[config.mk]
export PLATFORM = sky130hd
export DESIGN_NAME = postprocess_lowpass
export DESIGN_NICKNAME = d
export VERILOG_FILES = /design/src/rtl/lowpass_pkg.sv /design/src/rtl/lowpass_mac.sv /design/src/rtl/postprocess_lowpass.sv
export SDC_FILE = /design/constraint.sdc
export NUM_CORES = 1
export LEC_CHECK = 0
export CELL_PAD_IN_SITES_DETAIL_PLACEMENT = 2
export CELL_PAD_IN_SITES_GLOBAL_PLACEMENT = 2
export CORE_ASPECT_RATIO = 0.75
export CORE_UTILIZATION = 38
export CTS_BUF_LIST = sky130_fd_sc_hd__clkbuf_8
export DETAILED_ROUTE_END_ITERATION = 8
export PLACE_DENSITY = 0.79
export SETUP_SLACK_MARGIN = 0.1
export SLEW_MARGIN = 10
export SYNTH_ARGS = -nofsm -noshare
export SYNTH_HDL_FRONTEND = slang
export SYNTH_HIERARCHICAL = 1
export SYNTH_SLANG_ARGS = --single-unit
[constraint.sdc]
create_clock -name clk -period 9.1 [get_ports clk]
set_input_delay 0.91 -clock clk [delete_from_list [all_inputs] [get_ports clk]]
set_output_delay 0.91 -clock clk [all_outputs]
set_load 0.1 [all_outputs]
[src/rtl/lowpass_pkg.sv]
// Shared definitions for the lowpass post-processor: fixed-point defaults,
// accumulator sizing, FSM encoding and the Butterworth coefficient table.
package lowpass_pkg;

    localparam int LP_FXP_SIZE = 16;
    localparam int LP_FXP_FRAC = 12;
    localparam int LP_STAGES   = 2;
    localparam int LP_COEF_W   = 16;
    localparam int LP_TAPS     = 5;

    typedef enum logic [1:0] {
        IDLE = 2'd0,
        MAC  = 2'd1,
        WB   = 2'd2
    } lp_state_t;

    function automatic int lp_acc_width(input int fxp_size);
        return 2 * fxp_size + 4;
    endfunction

    // Q4.12 coefficients {b0, b1, b2, a1, a2}; each section has sum(b) == 1 + a1 + a2,
    // so the DC gain is exactly unity and a constant input settles without residue.
    function automatic logic signed [LP_COEF_W-1:0] lp_coef(input int sec, input int tap);
        logic signed [LP_COEF_W-1:0] c;
        c = '0;
        if (sec % 2 == 0) begin
            case (tap)
                0:       c = 16'sd914;
                1:       c = 16'sd1829;
                2:       c = 16'sd914;
                3:       c = -16'sd623;
                4:       c = 16'sd184;
                default: c = '0;
            endcase
        end else begin
            case (tap)
                0:       c = 16'sd1269;
                1:       c = 16'sd2539;
                2:       c = 16'sd1269;
                3:       c = -16'sd865;
                4:       c = 16'sd1846;
                default: c = '0;
            endcase
        end
        return c;
    endfunction

endpackage

[src/rtl/lowpass_mac.sv]
// Time-shared multiply-accumulate with round-half-up requantisation of the section output.
// POSTPROCESS_LOWPASS_SAT_EN selects saturation; otherwise the result wraps.
module lowpass_mac
    import lowpass_pkg::*;
#(
    parameter int FXP_SIZE = LP_FXP_SIZE,
    parameter int FXP_FRAC = LP_FXP_FRAC,
    parameter int ACC_W    = lp_acc_width(LP_FXP_SIZE)
) (
    input  logic                        clk,
    input  logic                        rst,
    input  logic                        en,
    input  logic                        first,
    input  logic                        sub,
    input  logic signed [FXP_SIZE-1:0]  operand,
    input  logic signed [LP_COEF_W-1:0] coef,
    output logic signed [FXP_SIZE-1:0]  y
);

    localparam int PROD_W = FXP_SIZE + LP_COEF_W;
    localparam logic signed [ACC_W-1:0] HALF =
        {{(ACC_W-FXP_FRAC){1'b0}}, 1'b1, {(FXP_FRAC-1){1'b0}}};

    logic signed [PROD_W-1:0] prod;
    logic signed [ACC_W-1:0]  prod_ext;
    logic signed [ACC_W-1:0]  acc;
    logic signed [ACC_W-1:0]  rnd;
    logic signed [ACC_W-1:0]  shifted;

    assign prod     = PROD_W'(operand) * PROD_W'(coef);
    assign prod_ext = ACC_W'(prod);

    // The first tap of a section overwrites rather than adds, so no separate clear cycle.
    always_ff @(posedge clk or negedge rst) begin
        if (!rst) begin
            acc <= '0;
        end else if (en) begin
            acc <= (first ? '0 : acc) + (sub ? -prod_ext : prod_ext);
        end
    end

    assign rnd     = acc + HALF;
    assign shifted = rnd >>> FXP_FRAC;

`ifdef POSTPROCESS_LOWPASS_SAT_EN
    localparam logic signed [ACC_W-1:0] SAT_MAX =
        {{(ACC_W-FXP_SIZE+1){1'b0}}, {(FXP_SIZE-1){1'b1}}};
    localparam logic signed [ACC_W-1:0] SAT_MIN = ~SAT_MAX;

    always_comb begin
        y = shifted[FXP_SIZE-1:0];
        if (shifted > SAT_MAX) begin
            y = SAT_MAX[FXP_SIZE-1:0];
        end else if (shifted < SAT_MIN) begin
            y = SAT_MIN[FXP_SIZE-1:0];
        end
    end
`else
    logic unused_hi;
    assign y         = shifted[FXP_SIZE-1:0];
    assign unused_hi = ^shifted[ACC_W-1:FXP_SIZE];
`endif

endmodule

[src/rtl/postprocess_lowpass.sv]
// Cascaded direct-form-I biquad lowpass sharing one MAC; optional POSTPROCESS_LOWPASS_SAT_EN.
//   IDLE | waiting for a sample      MAC | 5 taps of current section      WB | requantise, shift history
module postprocess_lowpass
    import lowpass_pkg::*;
#(
    parameter int FXP_SIZE = LP_FXP_SIZE,
    parameter int FXP_FRAC = LP_FXP_FRAC,
    parameter int STAGES   = LP_STAGES
) (
    input  logic                clk,
    input  logic                rst,
    input  logic                i_valid,
    input  logic [FXP_SIZE-1:0] i_sample,
    output logic                o_valid,
    output logic [FXP_SIZE-1:0] o_sample,
    output logic                o_busy,
    output logic                o_overrun
);

    localparam int SEC_W = (STAGES > 1) ? $clog2(STAGES) : 1;
    localparam logic [SEC_W-1:0] LAST_SEC = SEC_W'(STAGES - 1);
    localparam logic [2:0]       LAST_TAP = 3'(LP_TAPS - 1);

    lp_state_t                  state;
    logic [2:0]                 tap;
    logic [SEC_W-1:0]           sec;
    logic signed [FXP_SIZE-1:0] cur_x;
    logic signed [FXP_SIZE-1:0] x1 [STAGES];
    logic signed [FXP_SIZE-1:0] x2 [STAGES];
    logic signed [FXP_SIZE-1:0] y1 [STAGES];
    logic signed [FXP_SIZE-1:0] y2 [STAGES];

    logic signed [FXP_SIZE-1:0]  operand;
    logic signed [LP_COEF_W-1:0] coef;
    logic signed [FXP_SIZE-1:0]  y_sec;

    always_comb begin
        operand = cur_x;
        case (tap)
            3'd1:    operand = x1[sec];
            3'd2:    operand = x2[sec];
            3'd3:    operand = y1[sec];
            3'd4:    operand = y2[sec];
            default: operand = cur_x;
        endcase
    end

    assign coef   = lp_coef(int'(sec), int'(tap));
    assign o_busy = (state != IDLE);

    lowpass_mac #(
        .FXP_SIZE (FXP_SIZE),
        .FXP_FRAC (FXP_FRAC),
        .ACC_W    (lp_acc_width(FXP_SIZE))
    ) u_mac (
        .clk     (clk),
        .rst     (rst),
        .en      (state == MAC),
        .first   (tap == 3'd0),
        .sub     (tap >= 3'd3),
        .operand (operand),
        .coef    (coef),
        .y       (y_sec)
    );

    always_ff @(posedge clk or negedge rst) begin
        if (!rst) begin
            state     <= IDLE;
            tap       <= '0;
            sec       <= '0;
            cur_x     <= '0;
            o_valid   <= 1'b0;
            o_sample  <= '0;
            o_overrun <= 1'b0;
            for (int i = 0; i < STAGES; i++) begin
                x1[i] <= '0;
                x2[i] <= '0;
                y1[i] <= '0;
                y2[i] <= '0;
            end
        end else begin
            o_valid <= 1'b0;
            // A sample arriving mid-computation is discarded without touching history.
            if (i_valid && state != IDLE) begin
                o_overrun <= 1'b1;
            end
            case (state)
                IDLE: begin
                    if (i_valid) begin
                        cur_x <= i_sample;
                        sec   <= '0;
                        tap   <= '0;
                        state <= MAC;
                    end
                end
                MAC: begin
                    if (tap == LAST_TAP) begin
                        tap   <= '0;
                        state <= WB;
                    end else begin
                        tap <= tap + 3'd1;
                    end
                end
                WB: begin
                    x2[sec] <= x1[sec];
                    x1[sec] <= cur_x;
                    y2[sec] <= y1[sec];
                    y1[sec] <= y_sec;
                    cur_x   <= y_sec;
                    if (sec == LAST_SEC) begin
                        sec      <= '0;
                        o_valid  <= 1'b1;
                        o_sample <= y_sec;
                        state    <= IDLE;
                    end else begin
                        sec   <= sec + 1'b1;
                        state <= MAC;
                    end
                end
                default: state <= IDLE;
            endcase
        end
    end

endmodule

# Word-level counts from Yosys, hierarchy flattened
# Index checks and enable logic that the tools add are counted.
# totals
register_bits,204
output_inout_bits,19
elab_cells,85
# classes
n_addsub,5
mul,1
order_cmp,3
eq_ne,8
muxes,38
bitwise,1
reduce_logical,13
# ops
operator,count
$mux 16,15
$pmux 16 s4,3
$bwmux 32,4
$mux 36,2
$add 36x36->36,1
$neg 36->36,1
$logic_not 32->1,1
$mul 16x16->32,1
$pmux 16 s2,1
$add 28x13->28 const B,1
$demux 16 s1,1
$reduce_and 2->1,4
$eq 3x2->1 const B,2
$mux 3,2
$pmux 2 s3,1
$pmux 3 s2,1
$reduce_bool 2->1,3
$mux 1,5
$mux 2,2
$ne 2x2->1 const B,2
$add 3x1->3 const B,1
$eq 3x1->1 const B,1
$eq 3x3->1 const B,1
$ge 3x2->1 const B,1
11 further kinds,12

# Longest topological paths before layout
# Gate-level depths: netlist (run 1).
# depth
ltp_word,9
mapped_depth,44
ltp_nobuf,41

# Cells and area by module
# The synthesis (run 1) kept the hierarchy.
# modules_own_cells
module,instances,cells_each,area_each_um2
lowpass_mac,1,1430,12428.2
postprocess_lowpass,1,746,7772.5

# Least setup slack after synthesis (run 1)
# Ideal clock, no wire load.
# synth_timing
path_kind,register -> register
start,register tap[1]
end,register u_mac.acc[27]
setup_ns,0.125
arrival_time_ns,9.593
required_ns,8.975
setup_slack_ns,-0.617
path_stages_with_launch,41
n_path_buf,2
synth_period_minus_slack_ns,9.717
cell_sequence,dfrtp_1 -> inv_1 -> ha_1 -> nor3_1 -> a21boi_1 -> buf_2 -> nor2_1 -> a21oi_1 -> clkbuf_1 -> nand2_1 -> fa_1 -> fa_1 -> fa_1 -> inv_1 -> fa_1 -> fa_1 -> inv_1 -> fa_1 -> [... 5 more ...] -> nand2_2 -> xnor2_2 -> nand4_2 -> or2_2 -> o31ai_1 -> xnor2_1 -> ha_1 -> nand4_1 -> nor2_1 -> a221oi_1 -> o21ai_0 -> a21oi_1 -> o31ai_1 -> a21oi_1 -> o21ai_0 -> a31oi_1 -> xnor3_1 -> mux2_2
# synth_between
word_cells_on_any_way,16
cone_classes,add/sub: 2; mul: 1; order compare: 1; eq/ne: 4; mux: 6; reduce/logical: 2
# synth_rtl
element,line_no,text
from (decl),postprocess_lowpass.sv:25,logic [2:0] tap;
from (signal assigned),postprocess_lowpass.sv:101,tap <= tap + 3'd1;
$eq 3x3->1 (tied with other cells),postprocess_lowpass.sv:39,case (tap)
$pmux 16 s4 (*),postprocess_lowpass.sv:39,
named net operand[10],postprocess_lowpass.sv:33,logic signed [FXP_SIZE-1:0] operand;
$mul 16x16->32 (*),lowpass_mac.sv:30,assign prod = PROD_W'(operand) * PROD_W'(coef);
$neg 36->36,lowpass_mac.sv:38,acc <= (first ? '0 : acc) + (sub ? -prod_ext : prod_ext);
$mux 36 (*),lowpass_mac.sv:38,
$add 36x36->36 (*),lowpass_mac.sv:38,
to (signal assigned),lowpass_mac.sv:38,
to (decl),lowpass_mac.sv:26,logic signed [ACC_W-1:0] acc;
# Mark *: on every way through the listed nets, which the timed path passes. The rest lies on a longest branch.
# A chain may end at the register's enable or synchronous reset.

# Worst setup path after layout (run 1)
# layout_timing
start,register tap[1]
end,register u_mac.acc[27]
# layout_between
elab_chain_cells,8
word_cells_on_any_way,16
cone_classes,add/sub: 2; mul: 1; order compare: 1; eq/ne: 4; mux: 6; reduce/logical: 2
# layout_lines
element,line_no,text
$eq 3x2->1 / $logic_not 3->1 (equally long branches),"lowpass_pkg.sv:27, lowpass_pkg.sv:36",
$reduce_or 2->1 (no source line),--,
$pmux 16 s4 (on tied branches),"lowpass_pkg.sv:36, lowpass_pkg.sv:27",
$mux 16 (*),lowpass_pkg.sv:26,if (sec % 2 == 0) begin
named net coef[5],postprocess_lowpass.sv:34,logic signed [LP_COEF_W-1:0] coef;
$mul 16x16->32 (*),lowpass_mac.sv:30,
$neg 36->36,lowpass_mac.sv:38,
$mux 36 (*),lowpass_mac.sv:38,
$add 36x36->36 (*),lowpass_mac.sv:38,
# Marked as above.

==> impl_metrics.ini, run 1 <==
[run_status]
outcome = complete, but fails checks
violations = capacitance limit, slew limit, setup timing

[sta]
fin_crit_sh = 1.22
final_hold_viol_count = 0
min_period_ps = 11120
fmax_mhz = 89.9
relSlewSlack = -0.0656
timing.final.ws_setup_ps = -2020
setup_viol_count_final = 17
rsz0062_at_grt = true
tightest_slew_ps = 1590
clock_skew_ps = 41.9
finalMaxSlewViolations = 4

[critical_path]
crit_top_cell = fa_1
reg2reg_to = u_mac/acc[27]
cp-startpoint = tap[1]
arrival_ps = 11580
cp-start-kind = flop
cp.required_ps = 9560
worstPathMaxFanout = 10
endpoint_kind = flop
reg2reg_slack_ps = -2020
cp_slowest_cell = fa_1
path_class = flop to flop
slowest_delay_ps = 650
reg2reg_depth = 39
endpoint = u_mac/acc[27]
worstReg2RegStart = tap[1]

[yosys]
ys_types = 68
synth_top_area_frac = 0.228
async_flop_share = 1.00
yosys_warnings = 6
synth_nets = 2537
synth_edf_count = 0
ys_seq_area_frac = 0.223
syn_area_um2 = 20200
synth_most_common_cell = nand2_1
avgSynthCellArea_um2 = 9.28
ys_ff_latch = 180
ys_top_cells_by_area = fa_1 23%, dfrtp_1 22%, ha_1 6.9%
synth_common_cells = 358 x nand2_1, 313 x inv_1, 230 x fa_1
yosysTopAreaCell = fa_1
synthFlopType = dfrtp_1
syn_inst = 2176

[clocking]
hold_buffers = 0
root_buffer = clkbuf_8
cts_sinks = 180
cts_buffers = 17
cts_buffer_depth = 2
cts.htree.levels = 4
clk_latency_ps = 560
cts_tree = built
cts.clk_slew.worst_paths_ps = 150

[placement]
placedCellCount = 3088
routabilityCongestion = 0.865
dpl.hpwl_um = 64300
io_buffers = 37

[floorplan]
num_rows = 72
dieWidth_um = 268
coreArea_um2 = 52000
initial_core_util = 0.389
num_io_pins = 38
die_h_um = 202
dieArea_um2 = 54100

[run]
maxCapViolations = 1

[routing]
drt_iter0_markers = 2384
num_vias = 20628
viasPerCell = 6.43
routed_wl_um = 129000
dr.max_layer_used = met5
dr_wl_met2_um = 56500
antenna_left = 0
dr.pass1.iters = 6
met3_length_um = 14100
wl_met1_um = 46100
drc = 0
wl_per_cell_um = 40.3

[final_layout]
instances_no_fill = 3207
fin_nets = 2846
drive_above_1_share = 0.318
syn_to_final_growth_pct = 29.2
fillers = 5340

[grt]
grt_pass1_vias = 22281
track_usage = 0.417
grt_pass1_wl_um = 162000
grt_max_degree = 114
overflow = 0
antenna_found_initial = 10

[min_path]
hold_class = input pin to asynchronous set/reset pin
## logic make-up after synthesis
| family | after synthesis | share of synthesized area |
|---|---|---|
| simple gates | 682 | 0.160 |
| xor+xnor | 111 | 0.0492 |
| flops | 180 | 0.223 |
| compound gates | 280 | 0.0895 |
| mux | 154 | 0.0928 |
| fa+ha+maj | 342 | 0.297 |
| buf+inv | 427 | 0.0886 |
## sequential cells by signal, summed over array words and instances, names as in the netlist
register and cells:
o_valid 1, cur_x 16, y1 32, x2 32, x1 32, tap 3
state 2, u_mac/acc 28, y2 32, o_overrun 1, sec 1
## cell usage in the layout, fill, tap and decap left out, types with 12 or more instances in the layout
master	n
nand2_1	343
buf_4	321
inv_1	287
fa_1	206
dfrtp_1	176
and2_1	111
ha_1	88
xnor2_1	73
mux2_2	63
mux2_4	57
nor2_1	52
a21oi_1	47
nor2b_1	45
o21ai_0	38
clkdlybuf4s50_1	36
a21oi_2	28
xor2_1	26
inv_2	24
fa_2	24
buf_12	21
a21o_1	20
nand2b_1	19
clkbuf_8	18
mux2i_1	17
a21oi_4	17
a22oi_1	17
ha_4	17
nand3_1	17
buf_6	15
a221oi_4	14
and2_4	13
mux2i_4	12
## metrics by stage
stage | setup WS (ps) | hold WS (ps) | area, µm² | util | TNS [ps]
after global routing | -1940 | 539 | 26100 | 0.502 | -19570
after global placement | -799 | 444 | 23400 | 0.451 | -4070
final | -2020 | 479 | 26100 | 0.502 | -19980
after CTS | -805 | 493 | 25100 | 0.482 | -5420
after floorplan | 112 | 442 | 20500 | - | 0
after detailed placement | -1510 | 458 | 23400 | 0.451 | -10910
## critical path, delay by kind of cell, from the launching register on
family | cells | cell delay, ps
AOI/OAI and AO/OA | 11 | 2780
xor gates and xnor gates | 3 | 770
adders and majority gates | 9 | 3900
buffers and inverters | 8 | 950
DFF | 1 | 510
muxes | 1 | 260
and+or+nand+nor | 7 | 1830
## worst min path at each step
stage	depth (start not counted)	slack [ps]	end
6_report	1	480	x2[28]
5_1_grt	1	540	x2[28]
4_1_cts	1	490	o_overrun
3_5_place_dp	1	460	o_overrun
3_3_place_gp	1	440	o_overrun
2_1_floorplan	2	440	y2[17]
## metal layers
| metal | vias to the layer above | global-route usage |
|---|---|---|
| met5 | - | 0 |
| met4 | 6 | 0.253 |
| met3 | 785 | 0.0999 |
| met2 | 1709 | 0.664 |
| met1 | 10605 | 0.511 |
| li1 | 7523 | - |
## timing repair
item | 4_1_cts | 5_1_grt
gates resized for setup | 160 | 166
cloned | 3 | 0
endpoints found under the setup margin | 15 | 17
pin swaps | 65 | 104
buffers inserted | 46 | 36
hold endpoints to repair | 0 | 0
## layout make-up
type	count	area, µm²	share of cell area
multi-input cells	1569	15500	0.595
flip-flops and latches	180	4510	0.173
repair buffers	404	3550	0.136
inverters	313	1180	0.0452
well taps	703	880	0.0337
clock buffers	17	234	0.00896
clock inverters	15	195	0.00748
diodes	6	15.0	0.000575
Power of run 1 is not shown: default switching activity piles up to over one toggle a cycle in this logic, so the estimate is an artifact.
==> run 2: changes to the inputs <==
Settings changed: CTS_CLUSTER_DIAMETER from default to 50, GPL_ROUTABILITY_DRIVEN from default to 0.
==> impl_metrics.ini, run 2 (synthesized netlist as in run 1, its figures left out) <==
[routing]
wl_per_cell_um = 41.3
drc = 0
num_vias = 21202
viasPerCell = 6.55
dr.pass1.iters = 6
routed_wl_um = 134000
antenna_left = 0
drt_iter0_markers = 2311

[final_layout]
drive_above_1_share = 0.324
finish.utilization = 0.510
fillers = 5320
final_common_cell = nand2_1
layout_common_cells = 344 x nand2_1, 326 x buf_4, 287 x inv_1
syn_to_final_growth_pct = 31.2
register_area_um2 = 4510
fin_nets = 2877
multi_input_area_um2 = 15600
instances_no_fill = 3239

[clocking]
root_buffer = clkbuf_8
cts.htree.levels = 4
cts_buffer_depth = 2
cts.clk_slew.worst_paths_ps = 140
cts_tree = built
cts_buffers = 17
clk_latency_ps = 570
cts_sinks = 180
hold_buffers = 0

[floorplan]
dieWidth_um = 268
initial_core_util = 0.389
num_io_pins = 38
die_h_um = 202
coreArea_um2 = 52000
num_rows = 72
dieArea_um2 = 54100

[min_path]
hold_class = input pin to asynchronous set/reset pin

[sta]
clock_skew_ps = 30.2
tightest_slew_ps = 1290
final_hold_viol_count = 0
fmax_mhz = 89.3
rsz0062_at_grt = true
timing.final.ws_setup_ps = -2090
fin_crit_sh = 1.23
relSlewSlack = 0.135
finalMaxSlewViolations = 0
setup_viol_count_final = 17
hold_ws_ps = 478
min_period_ps = 11190

[run]
maxCapViolations = 0

[grt]
grt.busiest_layer = met2
antenna_found_initial = 14
grt_max_degree = 101
grtUsageMet2 = 0.718
overflow = 0
grt_pass1_vias = 23140
grt_pass1_wl_um = 172000
grtUsageMet1 = 0.512
track_usage = 0.445
use_met3 = 0.123

[placement]
io_buffers = 37
dpl.hpwl_um = 66300
placedCellCount = 3108

[critical_path]
cp_slowest_cell = fa_2
endpoint_kind = flop
crit_top_cell = buf_4
path_class = flop to flop
cp-start-kind = flop
arrival_ps = 11650
slowest_delay_ps = 630
cp.required_ps = 9560
worstPathMaxFanout = 5

[run_status]
outcome = complete, but fails checks
violations = setup timing
==> run 2: changes by cell type in the layout (fill, tap and decap cells not counted), moves of 6 or more <==
cell      previous run  this run
a221oi_4            14         6
buf_6               15        43
mux2i_1             17        29
mux2i_4             12         3
nor2_1              52        43
nor2_2               4        10
o22ai_1              6        15
o22ai_2              9         2
==> run 2: per-stage QoR <==
step	cell area [µm²]	TNS, ps	worst slack [ps]
floorplan	20500	0	112
global placement	23500	-1740	-490
detailed placement	23500	-7950	-1100
CTS	25600	-5010	-801
global route	26500	-19820	-2090
finish	26500	-19680	-2090
==> run 2: final timing paths <==
path	slack, ps	to	cells after the start	from
worst min register to register	510	x2[31]	2	x2[31]
worst min-delay path	480	x2[13]	1	rst
worst max-delay path	-2090	u_mac/acc[27]	43	tap[1]
worst max register to register	-2090	u_mac/acc[27]	43	tap[1]
max in group asynchronous	6950	y2[18]	2	rst
min in group clk	510	x2[31]	2	x2[31]
==> run 2: layout make-up <==
type | count | share of cell area
tap | 703 | 0.0332
clock inverter | 14 | 0.00680
sequential | 180 | 0.170
inverter | 313 | 0.0445
clock buffer | 18 | 0.00934
timing repair buffer | 435 | 0.147
antenna | 7 | 0.000661
multi-input combinational | 1569 | 0.589
==> run 2: layer usage <==
metal,vias to the layer above,share of wire,wire length (µm)
li1,7604,-,-
met1,10814,0.35,46700
met2,1848,0.44,59200
met3,928,0.10,13700
met4,8,0.11,14000
met5,-,0.00058,77
==> run 2: timing repair <==
action                     4_1_cts  5_1_grt
setup endpoints to repair       15       17
pin swaps                       62       74
cloned                           3        0
setup buffers                   70       24
gates resized for setup        207      151
==> run 2: critical path: cells and delay by family (launching register included) <==
kind | cells | cell delay (ps)
flops | 1 | 530
mux | 1 | 280
buf+inv | 10 | 1320
simple gates | 7 | 1540
compound gates | 13 | 2780
xor+xnor | 3 | 730
fa+ha+maj | 9 | 3880
Power of run 2 is left out for the same reason.
==> run 3: changes to the inputs <==
Settings changed: ABC_CLOCK_PERIOD_IN_PS from default to 9100, CAP_MARGIN from default to 20.
==> impl_metrics.ini, run 3 (synthesized netlist as in run 1, its figures left out) <==
[sta]
tightest_slew_ps = 1420
relSlewSlack = 0.0494
finalMaxSlewViolations = 0
rsz0062_at_grt = true
min_period_ps = 11910
fmax_mhz = 84.0
timing.final.ws_setup_ps = -2810
clock_skew_ps = 41.3
fin_crit_sh = 1.31
final_hold_viol_count = 0
setup_viol_count_final = 17

[routing]
drc = 0
dr.pass1.iters = 6
num_vias = 21969
antenna_left = 0
viasPerCell = 6.77
wl_per_cell_um = 45.0
routed_wl_um = 146000
drt_iter0_markers = 2747

[final_layout]
fillers = 5378
fin_nets = 2885
instances_no_fill = 3246
syn_to_final_growth_pct = 32.1
multi_input_area_um2 = 15700
drive_above_1_share = 0.333
register_area_um2 = 4510
layout_common_cells = 343 x nand2_1, 331 x buf_4, 285 x inv_1
final_common_cell = nand2_1

[critical_path]
arrival_ps = 12380
slowest_delay_ps = 800
worstPathMaxFanout = 4
crit_buf_inv = 12
cp_slowest_cell = fa_2
path_class = flop to flop
endpoint_kind = flop
cp-start-kind = flop
cp.required_ps = 9570
cp_top_family = adder cells
crit_top_cell = fa_1

[run_status]
violations = setup timing
outcome = complete, but fails checks

[floorplan]
dieWidth_um = 268
initial_core_util = 0.389
coreArea_um2 = 52000
num_rows = 72
num_io_pins = 38
dieArea_um2 = 54100
die_h_um = 202

[run]
maxCapViolations = 0

[placement]
placedCellCount = 3108
io_buffers = 37
dpl.hpwl_um = 66300

[clocking]
clk_latency_ps = 580
cts.htree.levels = 4
root_buffer = clkbuf_8
hold_buffers = 0
cts_buffer_depth = 2
cts_buffers = 17
cts_tree = built
cts_sinks = 180
cts.clk_slew.worst_paths_ps = 150

[grt]
grt_pass1_vias = 23140
overflow = 0
grt_pass1_wl_um = 172000
antenna_found_initial = 9
grt_max_degree = 101
track_usage = 0.445

[min_path]
hold_class = input pin to asynchronous set/reset pin
-- run 3: layout make-up --
class / instances / share of cell area
tap: 703 / 0.0330
clock inverter: 14 / 0.00675
multi-input combinational: 1569 / 0.589
inverter: 313 / 0.0446
clock buffer: 18 / 0.00929
sequential: 180 / 0.169
timing repair buffer: 443 / 0.148
antenna: 6 / 0.000563
-- run 3: worst paths after layout --
check | from | end | slack [ps] | cells after the start
setup / recovery | tap[1] | u_mac/acc[27] | -2810 | 43
hold / removal | rst | x1[12] | 470 | 1
setup reg to reg | tap[1] | u_mac/acc[27] | -2810 | 43
hold reg to reg | x2[31] | x2[31] | 510 | 2
max in group asynchronous | rst | y1[5] | 7220 | 3
min in group clk | x2[31] | x2[31] | 510 | 2
-- run 3: metrics by stage --
step | hold WS (ps) | setup slack [ps] | utilization | setup TNS (ps) | instance area [µm²]
final | 473 | -2810 | 0.513 | -25770 | 26700
after global routing | 519 | -2700 | 0.513 | -24080 | 26700
after CTS | 498 | -801 | 0.492 | -5010 | 25600
after detailed placement | 477 | -1100 | 0.453 | -7950 | 23500
after global placement | 440 | -490 | 0.453 | -1740 | 23500
after floorplan | 442 | 112 | - | 0 | 20500
-- run 3: timing repair --
action / CTS / global route
gates resized for setup: 207 / 187
setup buffers: 70 / 34
gates cloned: 3 / 0
pin swaps: 62 / 86
endpoints found under the setup margin: 15 / 18
-- run 3: per-layer routing --
metal | GRT usage | wire [µm]
met5 | 0 | 101
met4 | 0.310 | 16800
met3 | 0.123 | 18400
met2 | 0.718 | 61700
met1 | 0.512 | 49100
Power of run 3 is left out for the same reason.
